`config.mk`:
```
export PLATFORM = sky130hd
export DESIGN_NAME = rst_sequencer_flat
export DESIGN_NICKNAME = d
export VERILOG_FILES = /design/src/rtl/rst_sequencer_if.sv /design/src/rtl/rst_sequencer.sv /design/src/flat_wrapper.sv
export SDC_FILE = /design/constraint.sdc
export NUM_CORES = 1
export LEC_CHECK = 0
export BUFFER_PORTS_ARGS = -buffer_cell sky130_fd_sc_hd__buf_4
export CAP_MARGIN = 20
export CORE_MARGIN = 8
export CORE_UTILIZATION = 35
export CTS_BUF_LIST = sky130_fd_sc_hd__clkbuf_16
export CTS_CLUSTER_SIZE = 14
export DETAILED_ROUTE_END_ITERATION = 16
export GPL_ROUTABILITY_DRIVEN = 0
export SETUP_SLACK_MARGIN = 0.1
export SYNTH_ARGS = -nofsm -noshare
export SYNTH_HDL_FRONTEND = slang
export SYNTH_SLANG_ARGS = --single-unit
```
`constraint.sdc`:
```
create_clock -name clk_i -period 1.95 [get_ports clk_i]
set_input_delay 0.195 -clock clk_i [delete_from_list [all_inputs] [get_ports clk_i]]
set_output_delay 0.195 -clock clk_i [all_outputs]
set_load 0.02 [all_outputs]
```
`src/rtl/rst_sequencer_if.sv`:
```
// Board reset sequencer bundle: lock inputs, software re-sequence request,
// staged active-low domain resets and debug status.
//
// Signalling: there is no valid/ready handshake on this bundle. lock_i is
// level-sensitive and asynchronous to the sequencer clock. sw_rst_req_i is a
// synchronous request, sampled on every rising clock edge; a single-cycle
// pulse is enough, and holding it high keeps re-arming the hold phase.
// rst_no, done_o and state_o are registered levels.
interface rst_sequencer_if #(
  parameter int NumDomains = 3,
  parameter int NumLocks   = 2
) ();

  logic [NumLocks-1:0]   lock_i;
  logic                  sw_rst_req_i;
  logic [NumDomains-1:0] rst_no;
  logic                  done_o;
  logic [1:0]            state_o;

  // Sequencer side.
  modport master (
    input  lock_i,
    input  sw_rst_req_i,
    output rst_no,
    output done_o,
    output state_o
  );

  // Board / testbench side.
  modport slave (
    output lock_i,
    output sw_rst_req_i,
    input  rst_no,
    input  done_o,
    input  state_o
  );

endinterface

```
`src/rtl/rst_sequencer.sv`:
```
// Board-level reset sequencer.
//
// Waits for every PLL/MMCM/MIG lock flag to be high, holds every domain in
// reset for HoldCycles, then releases the active-low domain resets one at a
// time, StageGap cycles apart, starting at bit 0 (thermometer pattern).
// Losing lock at any point after WAIT_LOCK drops every reset and starts again
// from WAIT_LOCK. A software request in HOLD, RELEASE or RUN drops every reset
// and restarts the hold phase; it is ignored while waiting for lock.
// Lock loss wins over a software request and over a release on the same edge.
//
// Every output is taken straight from a flop so the reset lines cannot glitch.
module rst_sequencer #(
  parameter int NumDomains = 3,
  parameter int NumLocks   = 2,
  parameter int HoldCycles = 64,
  parameter int StageGap   = 16,
  parameter int SyncStages = 2
) (
  input  logic            clk_i,
  input  logic            rst_i,
  rst_sequencer_if.master bus
);

  // Counter is shared by the hold and stage-gap phases, so it is sized for
  // the longer of the two.
  localparam int MaxCount = (HoldCycles > StageGap) ? HoldCycles : StageGap;
  localparam int CntW     = $clog2(MaxCount + 1);
  localparam int IdxW     = (NumDomains > 1) ? $clog2(NumDomains) : 1;

  localparam logic [CntW-1:0] HoldLast = CntW'(HoldCycles - 1);
  localparam logic [CntW-1:0] GapLast  = CntW'(StageGap - 1);
  localparam logic [IdxW-1:0] LastIdx  = IdxW'(NumDomains - 1);

  typedef enum logic [1:0] {
    WAIT_LOCK = 2'd0,
    HOLD      = 2'd1,
    RELEASE   = 2'd2,
    RUN       = 2'd3
  } state_e;

  // --------------------------------------------------------------------------
  // Lock synchroniser
  // --------------------------------------------------------------------------
  logic [NumLocks-1:0] sync_q [SyncStages];
  logic                locked;

  // Bring every lock flag into the clk_i domain through a SyncStages-deep chain.
  always_ff @(posedge clk_i or posedge rst_i) begin
    if (rst_i) begin
      for (int s = 0; s < SyncStages; s++) begin
        sync_q[s] <= '0;
      end
    end else begin
      sync_q[0] <= bus.lock_i;
      for (int s = 1; s < SyncStages; s++) begin
        sync_q[s] <= sync_q[s-1];
      end
    end
  end

  // Only proceed once every clock source reports lock.
  assign locked = &sync_q[SyncStages-1];

  // --------------------------------------------------------------------------
  // Sequencing FSM
  // --------------------------------------------------------------------------
  state_e                state_q, state_d;
  logic [CntW-1:0]       cnt_q,   cnt_d;
  logic [IdxW-1:0]       idx_q,   idx_d;
  logic [NumDomains-1:0] rst_no_q, rst_no_d;
  logic                  done_q,  done_d;

  // State, counters and registered outputs.
  always_ff @(posedge clk_i or posedge rst_i) begin
    if (rst_i) begin
      state_q  <= WAIT_LOCK;
      cnt_q    <= '0;
      idx_q    <= '0;
      rst_no_q <= '0;
      done_q   <= 1'b0;
    end else begin
      state_q  <= state_d;
      cnt_q    <= cnt_d;
      idx_q    <= idx_d;
      rst_no_q <= rst_no_d;
      done_q   <= done_d;
    end
  end

  // Next-state and next-output decode; lock loss is checked first so it
  // overrides both the software request and any release due on this edge.
  always_comb begin
    state_d  = state_q;
    cnt_d    = cnt_q;
    idx_d    = idx_q;
    rst_no_d = rst_no_q;
    done_d   = done_q;

    if ((state_q != WAIT_LOCK) && !locked) begin
      state_d  = WAIT_LOCK;
      cnt_d    = '0;
      idx_d    = '0;
      rst_no_d = '0;
      done_d   = 1'b0;
    end else begin
      unique case (state_q)
        WAIT_LOCK: begin
          rst_no_d = '0;
          done_d   = 1'b0;
          if (locked) begin
            state_d = HOLD;
            cnt_d   = '0;
          end
        end

        HOLD: begin
          if (bus.sw_rst_req_i) begin
            // Restart the hold count; nothing has been released yet.
            cnt_d = '0;
            idx_d = '0;
          end else if (cnt_q == HoldLast) begin
            rst_no_d[0] = 1'b1;
            cnt_d       = '0;
            idx_d       = IdxW'(1);
            if (NumDomains == 1) begin
              done_d  = 1'b1;
              state_d = RUN;
            end else begin
              state_d = RELEASE;
            end
          end else begin
            cnt_d = cnt_q + CntW'(1);
          end
        end

        RELEASE: begin
          if (bus.sw_rst_req_i) begin
            state_d  = HOLD;
            cnt_d    = '0;
            idx_d    = '0;
            rst_no_d = '0;
            done_d   = 1'b0;
          end else if (cnt_q == GapLast) begin
            cnt_d = '0;
            // Release the domain selected by the index; lower bits are
            // already high, so the pattern stays a thermometer.
            for (int d = 0; d < NumDomains; d++) begin
              if (idx_q == IdxW'(d)) begin
                rst_no_d[d] = 1'b1;
              end
            end
            if (idx_q == LastIdx) begin
              done_d  = 1'b1;
              state_d = RUN;
            end else begin
              idx_d = idx_q + IdxW'(1);
            end
          end else begin
            cnt_d = cnt_q + CntW'(1);
          end
        end

        RUN: begin
          if (bus.sw_rst_req_i) begin
            state_d  = HOLD;
            cnt_d    = '0;
            idx_d    = '0;
            rst_no_d = '0;
            done_d   = 1'b0;
          end
        end

        default: begin
          state_d  = WAIT_LOCK;
          cnt_d    = '0;
          idx_d    = '0;
          rst_no_d = '0;
          done_d   = 1'b0;
        end
      endcase
    end
  end

  // Outputs are flop outputs with nothing in between.
  assign bus.rst_no  = rst_no_q;
  assign bus.done_o  = done_q;
  assign bus.state_o = state_q;

endmodule

```
`src/flat_wrapper.sv`:
```
// flat-port wrapper written by rule: the top's interface ports become plain ports
module rst_sequencer_flat 
#(
  parameter int NumDomains = 3,
  parameter int NumLocks   = 2,
  parameter int HoldCycles = 64,
  parameter int StageGap   = 16,
  parameter int SyncStages = 2
)
  (clk_i, rst_i, bus_lock_i, bus_sw_rst_req_i, bus_rst_no, bus_done_o, bus_state_o);
  rst_sequencer_if #(.NumDomains(NumDomains), .NumLocks(NumLocks)) bus_i ();
  input  logic clk_i;
  input  logic rst_i;
  input wire logic [$bits(bus_i.lock_i)-1:0] bus_lock_i;
  input wire logic [$bits(bus_i.sw_rst_req_i)-1:0] bus_sw_rst_req_i;
  output wire logic [$bits(bus_i.rst_no)-1:0] bus_rst_no;
  output wire logic [$bits(bus_i.done_o)-1:0] bus_done_o;
  output wire logic [$bits(bus_i.state_o)-1:0] bus_state_o;
  assign bus_i.lock_i = bus_lock_i;
  assign bus_i.sw_rst_req_i = bus_sw_rst_req_i;
  assign bus_rst_no = bus_i.rst_no;
  assign bus_done_o = bus_i.done_o;
  assign bus_state_o = bus_i.state_o;
  rst_sequencer #(.NumDomains(NumDomains), .NumLocks(NumLocks), .HoldCycles(HoldCycles), .StageGap(StageGap), .SyncStages(SyncStages)) u_core (.clk_i(clk_i), .rst_i(rst_i), .bus(bus_i));
endmodule
```
== Word-level counts from Yosys, hierarchy flattened ==
Index checks and enable logic that the tools add are counted.

* Register bits: 19
* Input bits: 5
* Output and inout port bits: 6
* Logic and storage cells: 83

* Add/subtract/negate cells: 2
* Equal/unequal tests: 17
* Mux-type cells: 41
* Reductions and logical operators: 14

{| class="wikitable"
|+ Operators with widths
! kind !! count
|-
| $mux W7 || 7
|-
| $mux W2 || 15
|-
| $pmux W7 S4 || 1
|-
| $ne A4 B2 Y1 const B || 5
|-
| $mux W3 || 4
|-
| $pmux W2 S3 || 2
|-
| $reduce_and A5 Y1 || 2
|-
| $mux W1 || 9
|-
| $pmux W2 S4 || 1
|-
| $reduce_and A4 Y1 || 2
|-
| $reduce_bool A4 Y1 || 2
|-
| $add A7 B1 Y7 const B || 1
|-
| $eq A7 B4 Y1 const B || 1
|-
| $eq A7 B6 Y1 const B || 1
|-
| $eq A2 B2 Y1 const B || 3
|-
| $ne A3 B1 Y1 const B || 2
|-
| $ne A3 B2 Y1 const B || 2
|-
| $reduce_and A6 Y1 || 1
|-
| $eq A2 B1 Y1 const B || 2
|-
| $logic_not A2 Y1 || 2
|-
| $ne A4 B3 Y1 const B || 1
|-
| $pmux W1 S4 || 1
|-
| $reduce_and A2 Y1 || 2
|-
| $pmux W1 S3 || 1
|-
| 4 further kinds || 4
|}

== Longest topological paths before layout ==
Gate-level depths: netlist (run 1).

* Word-level depth: 6
* Depth in mapped cells: 8
* Mapped depth without buffers: 7

== Worst setup path before layout (run 1) ==
No wires, ideal clock.

* Kind: register -> register
* Start point: register u_core.state_q[1], in the netlist u_core.bus.state_o[1]
* End point: register u_core.state_q[1], in the netlist u_core.bus.state_o[1]
* Library setup time: 0.128 ns
* Arrival time: 1.857 ns
* Path slack: -0.035 ns
* Cell stages (with the launch flop): 6
* Period minus slack after synthesis: 1.985 ns
* Cell sequence: dfrtp_1 -> ha_1 -> nor4_4 -> a22oi_2 -> o31ai_2 -> mux2_1

* Cells in the longest elaborated chain, start to end: 4

{| class="wikitable"
|+ RTL lines
! what !! line !! text
|-
| start, declared || rst_sequencer.sv:67 || <nowiki>state_e state_q, state_d;</nowiki>
|-
| start signal, assigned || rst_sequencer.sv:82 || <nowiki>state_q <= state_d;</nowiki>
|-
| $reduce_bool A2 Y1 || rst_sequencer.sv:99 || <nowiki>if ((state_q != WAIT_LOCK) && !locked) begin</nowiki>
|-
| $logic_and A1 B1 Y1 || rst_sequencer.sv:99 ||
|-
| $ne A4 B2 Y1 (no line) (tied with other cells) || - ||
|-
| $reduce_and A6 Y1 (no line) || - ||
|}

Parallel ways exist; a longest one is shown, timed or not.
A chain may end at the register's enable or synchronous reset.

== Final worst setup path (run 1) ==
Same ends and word-level chain as after synthesis.

==> results.yml, run 1 <==
outcome:
  status: "finished clean"
timing:
  skew_ns: 0.00591
  slew_viol_final: 0
  post-route-min-period_ns: 1.90
  hold_viol: 0
  setup_slack_ns: 0.0456
  worstMarginPinSlew_ns: 0.701
  rsz0062_at_grt: "true"
  fmax_mhz: 525
  setup_viol_count_final: 0
  fin_crit_sh: 0.977
  max-slew-margin-rel: 0.532
global_route:
  grt_util_all_layers: 0.105
  grt_first_pass_wirelength_um: 4370
  grt_pass1_vias: 960
  grt_max_degree: 19
  gr-total-overflow: 0
  grt_antenna_before_repair: 0
synth:
  synth_fa_ha_area_frac: 0.0867
  synth_flop_cell: "dfrtp_1"
  syn-instance-count: 119
  synth_xor_xnor_area_share: 0
  synth_compound_area_frac: 0.234
  synth_nets: 132
  async_reset_ff_frac: 1.00
  synth-edff-count: 0
  synth_top_family_by_area: "compound AO/OA/AOI/OAI gates"
  synth_area_per_cell_um2: 9.70
  synthMuxAreaShare: 0.0184
  syn_area_um2: 1150
  yosysSeqAreaShare: 0.390
  yosysWarnings: 0
  synthSimpleGateAreaFrac: 0.225
  synthDistinctLibCells: 48
  synth-seq-cells: 18
flow_run:
  maxCapViolations: 0
drt:
  first_pass_iters: 4
  viasPerCell: 5.56
  totalWireLength_um: 2800
  postRouteAntennaNets: 0
  first_iter_violations: 73
  drc_errors: 0
  vias: 1039
  routedWlPerCell_um: 14.9
worst_setup_path:
  end_kind: "register"
  timing.rr.start: "u_core.bus.state_o[1]"
  crit_buf_inv: 0
  critPathLaunchType: "register"
  crit_required_ns: 2.08
  slowest_stage: "dfrtp_2"
  path_max_fanout: 6
  critPathTopFamily: "flip-flops"
  r2r_end: "u_core.bus.state_o[1]"
  r2r_slack_ns: 0.05
  worst-r2r-cell-count: 5
  cp.arrival_ns: 2.04
  slowest_delay_ns: 0.45
  path_class: "reg2reg"
  cp_cell_sequence: "ha_4 -> nor4_4 -> a22oi_2 -> o31ai_2 -> mux2_1"
floorplan:
  die_y_um: 73.4
  die_area_um2: 5390
  dieWidth_um: 73.4
  rows: 21
  initial_utilization: 0.354
  core-area_um2: 3260
  ios: 11
clocking:
  insertion_delay_ns: 0.25
  clock_sinks: 18
  clkTransAtPathRegs_ns: 0.06
  htree_levels: 1
  cts.hold.buffers_added: 0
  ctsRootBufferMaster: "clkbuf_16"
  cts_buffers: 3
  cts_buffer_depth: 2
  cts_tree: "done"
placed_design:
  pre_cts_ws_ns: 0.0306
  dp_hpwl_um: 1880
  placed_cell_area_um2: 1310
  numPortBuffers: 10
pwr:
  powerDensity_nw_per_um2: 1200
  irDropWorstVdd_mv: 0.664
  fin_total_pwr_uw: 1790
  power_leakage_uw: 0.000696
layout:
  antenna_cells: 0
  fin_nets: 155
  drive_gt1_frac: 0.312
  area_delta_synth_final_pct: 29.1
  final_cell_area_um2: 1490
worst_hold_path:
  hold_depth: 1
  hp-class: "in2reg"
  hold_path_end: "u_core.sync_q[2]"
  min_from: "bus_lock_i[0]"
-- final cells by class --
class | instances | area (um^2)
fill | 316 | 1770
sequential | 18 | 453
inverter | 8 | 30.0
timing repair buffer | 22 | 165
clock inverter | 1 | 3.75
tap | 46 | 57.6
multi-input combinational | 89 | 707
clock buffer | 3 | 75.1
-- through the flow --
| stage | hold WS (ns) | instances | util | setup TNS (ns) |
|---|---|---|---|---|
| 2_1_floorplan | 0.133 | 119 | - | 0 |
| 3_3_place_gp | 0.307 | 176 | 0.401 | 0 |
| 3_5_place_dp | 0.307 | 176 | 0.401 | 0 |
| 4_1_cts | 0.0494 | 180 | 0.428 | 0 |
| 5_1_grt | 0.0472 | 187 | 0.458 | -0.0341 |
| 6_report | 0.0529 | 187 | 0.458 | 0 |
-- cell usage in the layout, fill, tap and decap left out, drive strengths merged, types with 3 or more instances in the layout --
master / count
o21ai: 8
a21o: 3
inv: 8
buf: 22
dfrtp: 18
ha: 8
nand3: 5
clkbuf: 3
nor2: 5
nand2: 12
a21oi: 7
o21a: 3
-- cells in the mapped netlist (2+ instances only) --
library cell,instances,share of area
nor2_1,5,0.016
a21oi_1,7,0.030
and2_1,2,0.011
o21ai_0,6,0.026
inv_1,8,0.026
nand3_1,5,0.022
ha_1,8,0.087
buf_2,2,0.0087
nand2_1,12,0.039
a21o_1,2,0.013
nor3_1,2,0.0087
o211ai_1,2,0.013
a22o_1,2,0.015
o21ai_1,2,0.0087
dfrtp_1,18,0.39
or4_1,2,0.013
nand2b_1,2,0.011
o21a_1,2,0.013
-- flip-flops by register name, summed over array words and instances, names as in the netlist --
register            count
u_core.sync_q           4
u_core.bus.state_o      2
u_core.cnt_q            7
u_core.bus.rst_no       2
u_core.bus.done_o       1
u_core.idx_q            2
-- worst max path at each step --
stage	from	end	slack [ns]	cells past startpoint
global route	u_core.cnt_q[1]	u_core.bus.state_o[1]	-0.03	6
global placement	u_core.bus.state_o[0]	u_core.cnt_q[4]	0.05	7
detailed placement	u_core.bus.state_o[0]	u_core.cnt_q[4]	0.03	7
CTS	u_core.bus.state_o[0]	u_core.cnt_q[4]	0.08	7
floorplan	u_core.bus.state_o[0]	u_core.cnt_q[4]	0.12	8
finish	u_core.bus.state_o[1]	u_core.bus.state_o[1]	0.05	5
-- what timing repair did --
action	CTS	global route
pin swaps	0	3
buffers inserted	0	7
gates resized for setup	3	8
setup endpoints to repair	3	9
cloned	0	0
-- where the power goes --
part           leakage (uW)  internal, uW  switching, uW
Sequential         0.000236           423           55.5
Combinational      0.000422           413            485
Clock             0.0000385           273            145
Total              0.000696          1110            686
-- per-layer routing --
metal  global-route usage  routed length (um)
met1                0.128                1200
met2                0.166                1380
met5                    0                   0
met3               0.0355                 189
met4               0.0355                  33
-- cell families (layout without fill, tap and decap cells) --
family / after synthesis / after routing
AOI/OAI and AO/OA: 37 / 37
adders and majority gates: 8 / 8
and+or+nand+nor: 42 / 42
muxes: 2 / 2
buffers and inverters: 12 / 34
DFF: 18 / 18
Power figures use the tool's default switching activity.
==> run 2: changes to the inputs <==
--- a/config.mk
+++ b/config.mk
@@ -8,11 +8,12 @@
 export BUFFER_PORTS_ARGS = -buffer_cell sky130_fd_sc_hd__buf_4
 export CAP_MARGIN = 20
 export CORE_MARGIN = 8
-export CORE_UTILIZATION = 35
+export CORE_UTILIZATION = 52
 export CTS_BUF_LIST = sky130_fd_sc_hd__clkbuf_16
 export CTS_CLUSTER_SIZE = 14
 export DETAILED_ROUTE_END_ITERATION = 16
 export GPL_ROUTABILITY_DRIVEN = 0
+export PLACE_DENSITY = 0.74
 export SETUP_SLACK_MARGIN = 0.1
 export SYNTH_ARGS = -nofsm -noshare
 export SYNTH_HDL_FRONTEND = slang
==> constraint.sdc (replaced) <==
create_clock -name clk_i -period 1.7 [get_ports clk_i]
set_input_delay 0.17 -clock clk_i [delete_from_list [all_inputs] [get_ports clk_i]]
set_output_delay 0.17 -clock clk_i [all_outputs]
set_load 0.02 [all_outputs]
==> run 2 against run 1 <==
Effect of this change:
- the run now ends with setup timing left
- sequential power is 13% higher
- clock power is 19% higher
- total power up 34%
- critical path depth is 2 higher
- routed wire length up 19%
- die area fell by 26%
- register-to-register slack lost 0.19 ns
- non-clock buffer count up 24
- sequential share of layout area down 3.6 points
- critical path type unchanged
- largest power group unchanged
==> results.yml, run 2 (synthesis gave the netlist of run 1 again) <==
global_route:
  grt_first_pass_wirelength_um: 5150
  grt_util_all_layers: 0.163
  grt_pass1_vias: 1119
  grt_max_degree: 19
  gr-total-overflow: 0
  grt_antenna_before_repair: 0
timing:
  fin_crit_sh: 1.08
  worstMarginPinSlew_ns: 0.378
  setup_viol_count_final: 7
  max-slew-margin-rel: 0.748
  slew_viol_final: 0
  setup_slack_ns: -0.143
  fin_setup_tns_ns: -0.559
  rsz0062_at_grt: "true"
  skew_ns: 0.00680
  post-route-min-period_ns: 1.84
  hold_viol: 0
  fmax_mhz: 543
drt:
  first_iter_violations: 78
  routedWlPerCell_um: 17.2
  totalWireLength_um: 3320
  postRouteAntennaNets: 0
  viasPerCell: 5.92
  drc_errors: 0
  first_pass_iters: 4
  vias: 1143
worst_setup_path:
  path_class: "reg2reg"
  slowest_delay_ns: 0.45
  crit_buf_inv: 1
  slowest_stage: "dfrtp_2"
  end_kind: "register"
  cp.arrival_ns: 2.01
  cp_cell_sequence: "inv_2 -> ha_4 -> and3b_1 -> o21ai_1 -> nand4b_1 -> or4_1 -> o211ai_1"
  path_max_fanout: 6
  crit_required_ns: 1.87
  critPathTopFamily: "simple AND/OR/NAND/NOR gates"
  critPathLaunchType: "register"
floorplan:
  die_area_um2: 3980
  initial_utilization: 0.538
  dieWidth_um: 63.1
  die_y_um: 63.1
  rows: 17
  core-area_um2: 2150
  ios: 11
flow_run:
  maxCapViolations: 0
pwr:
  comb_power_share: 0.568
  seq_power_share: 0.225
  fin_total_pwr_uw: 2400
  p_clk_frac: 0.207
  powerDensity_nw_per_um2: 1420
  irDropWorstVdd_mv: 1.21
  power_leakage_uw: 0.000828
  cellInternalPower_uw: 1480
  swShare: 0.384
  p_switching_uw: 921
layout:
  area_delta_synth_final_pct: 46.7
  top_register: "u_core.cnt_q"
  final_cell_area_um2: 1690
  drive_gt1_frac: 0.436
  largest_reg_flops: 7
  fin_nets: 179
  final_cell_mix: "buf_4 (44), dfrtp_1 (16), nand2_1 (12)"
  antenna_cells: 0
  layout_commonest_cell: "buf_4"
  finalNonFillerCells: 193
  top_regs: "u_core.cnt_q x7, u_core.sync_q x4"
  fillers: 124
  final_core_util: 0.789
clocking:
  insertion_delay_ns: 0.26
  cts_buffer_depth: 2
  clock_sinks: 18
  clkTransAtPathRegs_ns: 0.06
  htree_levels: 1
  cts_buffers: 3
  cts_tree: "done"
  ctsRootBufferMaster: "clkbuf_16"
placed_design:
  dp_hpwl_um: 2180
  place_inst: 185
  numPortBuffers: 10
  placed_cell_area_um2: 1500
worst_hold_path:
  hp-class: "in2reg"
outcome:
  violations: "setup timing"
  status: "finished with violations"
-- run 2: cell types whose count changed in the layout (fill, tap and decap cells not counted), sizes merged --
cell         before  now
dlygate4sd3       0    1
buf              22   45
-- run 2: repair_timing --
action,in CTS,in global routing
resized for setup,13,6
endpoints found under the hold margin,18,0
hold buffers,1,0
buffers inserted,3,1
endpoints found under the setup margin,14,14
pin swaps,5,3
-- run 2: cell type report --
| cell class | instances | area, um^2 | area share |
|---|---|---|---|
| inverters | 8 | 30.0 | 0.0177 |
| multi-input cells | 89 | 746 | 0.440 |
| repair buffers | 46 | 352 | 0.208 |
| flip-flops and latches | 18 | 453 | 0.267 |
| well taps | 28 | 35.0 | 0.0207 |
| clock buffers | 3 | 75.1 | 0.0443 |
| clock inverters | 1 | 3.75 | 0.00222 |
-- run 2: path summary, 6_finish.rpt --
path / from / endpoint / slack (ns) / cells past startpoint
max: u_core.bus.state_o[0] / u_core.cnt_q[4] / -0.14 / 7
min: bus_lock_i[1] / u_core.sync_q[3] / 0.02 / 1
max reg2reg: u_core.bus.state_o[0] / u_core.cnt_q[4] / -0.14 / 7
min reg2reg: u_core.sync_q[2] / u_core.sync_q[0] / 0.35 / 0
max in group asynchronous: rst_i / u_core.bus.state_o[1] / 1.00 / 4
min in group asynchronous: rst_i / u_core.sync_q[3] / 0.49 / 4
-- run 2: stage by stage --
| stage | hold slack, ns | setup slack, ns |
|---|---|---|
| 2_1_floorplan | 0.108 | -0.108 |
| 3_3_place_gp | 0.205 | -0.108 |
| 3_5_place_dp | 0.214 | -0.136 |
| 4_1_cts | 0.0254 | -0.109 |
| 5_1_grt | 0.0184 | -0.263 |
| 6_report | 0.0154 | -0.143 |
-- run 2: worst reg2reg max path: cells and delay by family, from the launching register on --
kind	cells	cell delay, ns
AO/OA/AOI/OAI	2	0.25
adder cells (fa/ha/maj)	1	0.18
buffers and inverters	1	0.12
flip-flops	1	0.45
AND/OR/NAND/NOR	3	0.76
-- run 2: per-layer routing --
metal,vias up,global-route usage,wire [um]
met4,0,0.0912,78
li1,537,-,-
met5,-,0,0
met3,8,0.0389,190
met1,549,0.190,1390
met2,49,0.269,1660
-- run 2: power by group through the flow --
stage | sequential (uW) | clock, uW | combinational [uW]
3_5_place_dp | 543 | 0 | 1080
4_1_cts | 540 | 480 | 1260
3_3_place_gp | 538 | 0 | 1070
2_1_floorplan | 584 | 0 | 581
5_1_grt | 546 | 506 | 1460
6_report | 540 | 496 | 1360
==> run 3: changes to the inputs <==
--- a/config.mk
+++ b/config.mk
@@ -5,15 +5,15 @@
 export SDC_FILE = /design/constraint.sdc
 export NUM_CORES = 1
 export LEC_CHECK = 0
-export BUFFER_PORTS_ARGS = -buffer_cell sky130_fd_sc_hd__buf_4
 export CAP_MARGIN = 20
 export CORE_MARGIN = 8
-export CORE_UTILIZATION = 52
+export CORE_UTILIZATION = 55
 export CTS_BUF_LIST = sky130_fd_sc_hd__clkbuf_16
 export CTS_CLUSTER_SIZE = 14
 export DETAILED_ROUTE_END_ITERATION = 16
+export DONT_BUFFER_PORTS = 1
 export GPL_ROUTABILITY_DRIVEN = 0
-export PLACE_DENSITY = 0.74
+export PLACE_DENSITY = 0.73
 export SETUP_SLACK_MARGIN = 0.1
 export SYNTH_ARGS = -nofsm -noshare
 export SYNTH_HDL_FRONTEND = slang
==> run 3 against run 2 <==
Effect of this change:
- the run still ends with setup timing left
- clock skew decreased by 0.0054 ns
- hold slack better by 0.23 ns
- die area fell by 4.1%
- flip-flop and latch count unchanged
- combinational power increased by 14%
- worst setup slack got worse by 0.11 ns
- global-route usage grew 3.9 points
- non-clock buffer count is 9 lower
- clock power is 2% lower
- critical path depth is the same
- highest routed layer unchanged
==> results.yml, run 3 (synthesis gave the netlist of run 1 again) <==
outcome:
  status: "finished with violations"
  violations: "setup timing"
worst_setup_path:
  path_class: "reg2reg"
  path_max_fanout: 5
  cp.arrival_ns: 2.12
  crit_required_ns: 1.87
  r2r_slack_ns: -0.26
  timing.rr.start: "u_core.bus.state_o[1]"
  r2r_end: "u_core.cnt_q[4]"
  critPathLaunchType: "register"
  end_kind: "register"
  worst-r2r-cell-count: 7
clocking:
  clkTransAtPathRegs_ns: 0.05
  insertion_delay_ns: 0.25
  cts_buffer_depth: 2
  htree_levels: 1
  ctsRootBufferMaster: "clkbuf_16"
  cts_tree: "done"
  clock_sinks: 18
  cts_buffers: 3
worst_hold_path:
  hp-class: "in2reg"
  hold_path_end: "u_core.idx_q[0]"
  min_from: "bus_sw_rst_req_i"
  hold_depth: 2
layout:
  top_register: "u_core.cnt_q"
  top_regs: "u_core.cnt_q x7, u_core.sync_q x4"
  final_cell_mix: "buf_4 (31), dfrtp_1 (14), nand2_1 (12)"
  final_core_util: 0.866
  area_delta_synth_final_pct: 48.6
  antenna_cells: 0
  layout_commonest_cell: "buf_4"
  drive_gt1_frac: 0.436
  fin_nets: 170
  fillers: 81
  largest_reg_flops: 7
drt:
  totalWireLength_um: 4410
  drc_errors: 0
  routedWlPerCell_um: 24.1
  viasPerCell: 6.89
  first_iter_violations: 110
  first_pass_iters: 4
  postRouteAntennaNets: 0
  vias: 1260
floorplan:
  dieWidth_um: 61.8
  core-area_um2: 1980
  die_y_um: 61.8
  rows: 16
  die_area_um2: 3820
  ios: 11
  initial_utilization: 0.583
global_route:
  grt_util_all_layers: 0.202
  grt_use_met3: 0.0432
  gr-total-overflow: 0
  grt_antenna_before_repair: 0
  gr-usage-met1: 0.233
  grt_util_met2: 0.332
  gr-max-usage-layer: "met2"
  grt_max_degree: 19
  grt_first_pass_wirelength_um: 5640
  grt_pass1_vias: 1157
placed_design:
  numPortBuffers: 0
  dp_hpwl_um: 2160
timing:
  fmax_mhz: 511
  setup_viol_count_final: 12
  setup_slack_ns: -0.255
  rsz0062_at_grt: "true"
  max-slew-margin-rel: 0.538
  fin_crit_sh: 1.15
  skew_ns: 0.00142
  hold_viol: 0
  post-route-min-period_ns: 1.96
  worstMarginPinSlew_ns: 0.692
  slew_viol_final: 0
pwr:
  powerDensity_nw_per_um2: 1520
  fin_total_pwr_uw: 2610
  power_leakage_uw: 0.000794
  irDropWorstVdd_mv: 1.79
flow_run:
  maxCapViolations: 0
==> run 3: worst max-delay path: stages, from the launching register on <==
cell and delay [ns]:
dfrtp_2 0.46, inv_1 0.13, ha_4 0.17, a21oi_1 0.11, nor2_1 0.29, nand4b_1 0.17
or4_1 0.43, o211ai_1 0.09
==> run 3: timing repair <==
item                                    CTS  global route
endpoints found under the setup margin   14            14
setup buffers                             5             4
resized for setup                        21            13
hold buffers                              3             0
endpoints found under the hold margin    20             0
pin swaps                                 8             4
==> run 3: how the worst max path moves through the flow <==
stage / slack (ns) / endpoint / startpoint
finish: -0.26 / u_core.cnt_q[4] / u_core.bus.state_o[1]
global route: -0.29 / u_core.cnt_q[5] / u_core.cnt_q[1]
CTS: -0.12 / u_core.bus.state_o[1] / u_core.bus.state_o[1]
detailed placement: -0.17 / u_core.bus.state_o[1] / u_core.cnt_q[0]
global placement: -0.12 / u_core.cnt_q[4] / u_core.bus.state_o[0]
floorplan: -0.11 / u_core.cnt_q[4] / u_core.bus.state_o[0]
==> run 3: area by class of cell <==
class                           count  area (um^2)  area share
Inverter                            8         35.0      0.0204
Timing Repair Buffer               37          297       0.173
Clock buffer                        3         75.1      0.0437
Multi-Input combinational cell     89          817       0.476
Sequential cell                    18          455       0.265
Clock inverter                      1         3.75     0.00219
Tap cell                           27         33.8      0.0197
==> run 3: layer usage <==
metal | vias to the layer above | wire length (um)
li1 | 515 | -
met1 | 603 | 1700
met2 | 105 | 1970
met3 | 37 | 425
met4 | 0 | 311
met5 | - | 0
==> run 3: where the power goes <==
group	switching, uW	leakage (uW)	internal [uW]
clock	174	0.0000385	314
sequential	87.8	0.000232	485
combinational	814	0.000523	738
total	1080	0.000794	1540
==> run 3: stage by stage <==
| stage | cells | hold WS, ns | area [um^2] | TNS (ns) | worst slack, ns |
|---|---|---|---|---|---|
| floorplan | 119 | 0.108 | 1180 | -0.272 | -0.108 |
| global placement | 169 | 0.195 | 1390 | -0.386 | -0.118 |
| global route | 183 | 0.235 | 1720 | -2.63 | -0.294 |
| finish | 183 | 0.248 | 1720 | -2.07 | -0.255 |
| detailed placement | 169 | 0.202 | 1390 | -0.707 | -0.169 |
| CTS | 180 | 0.219 | 1620 | -0.583 | -0.124 |
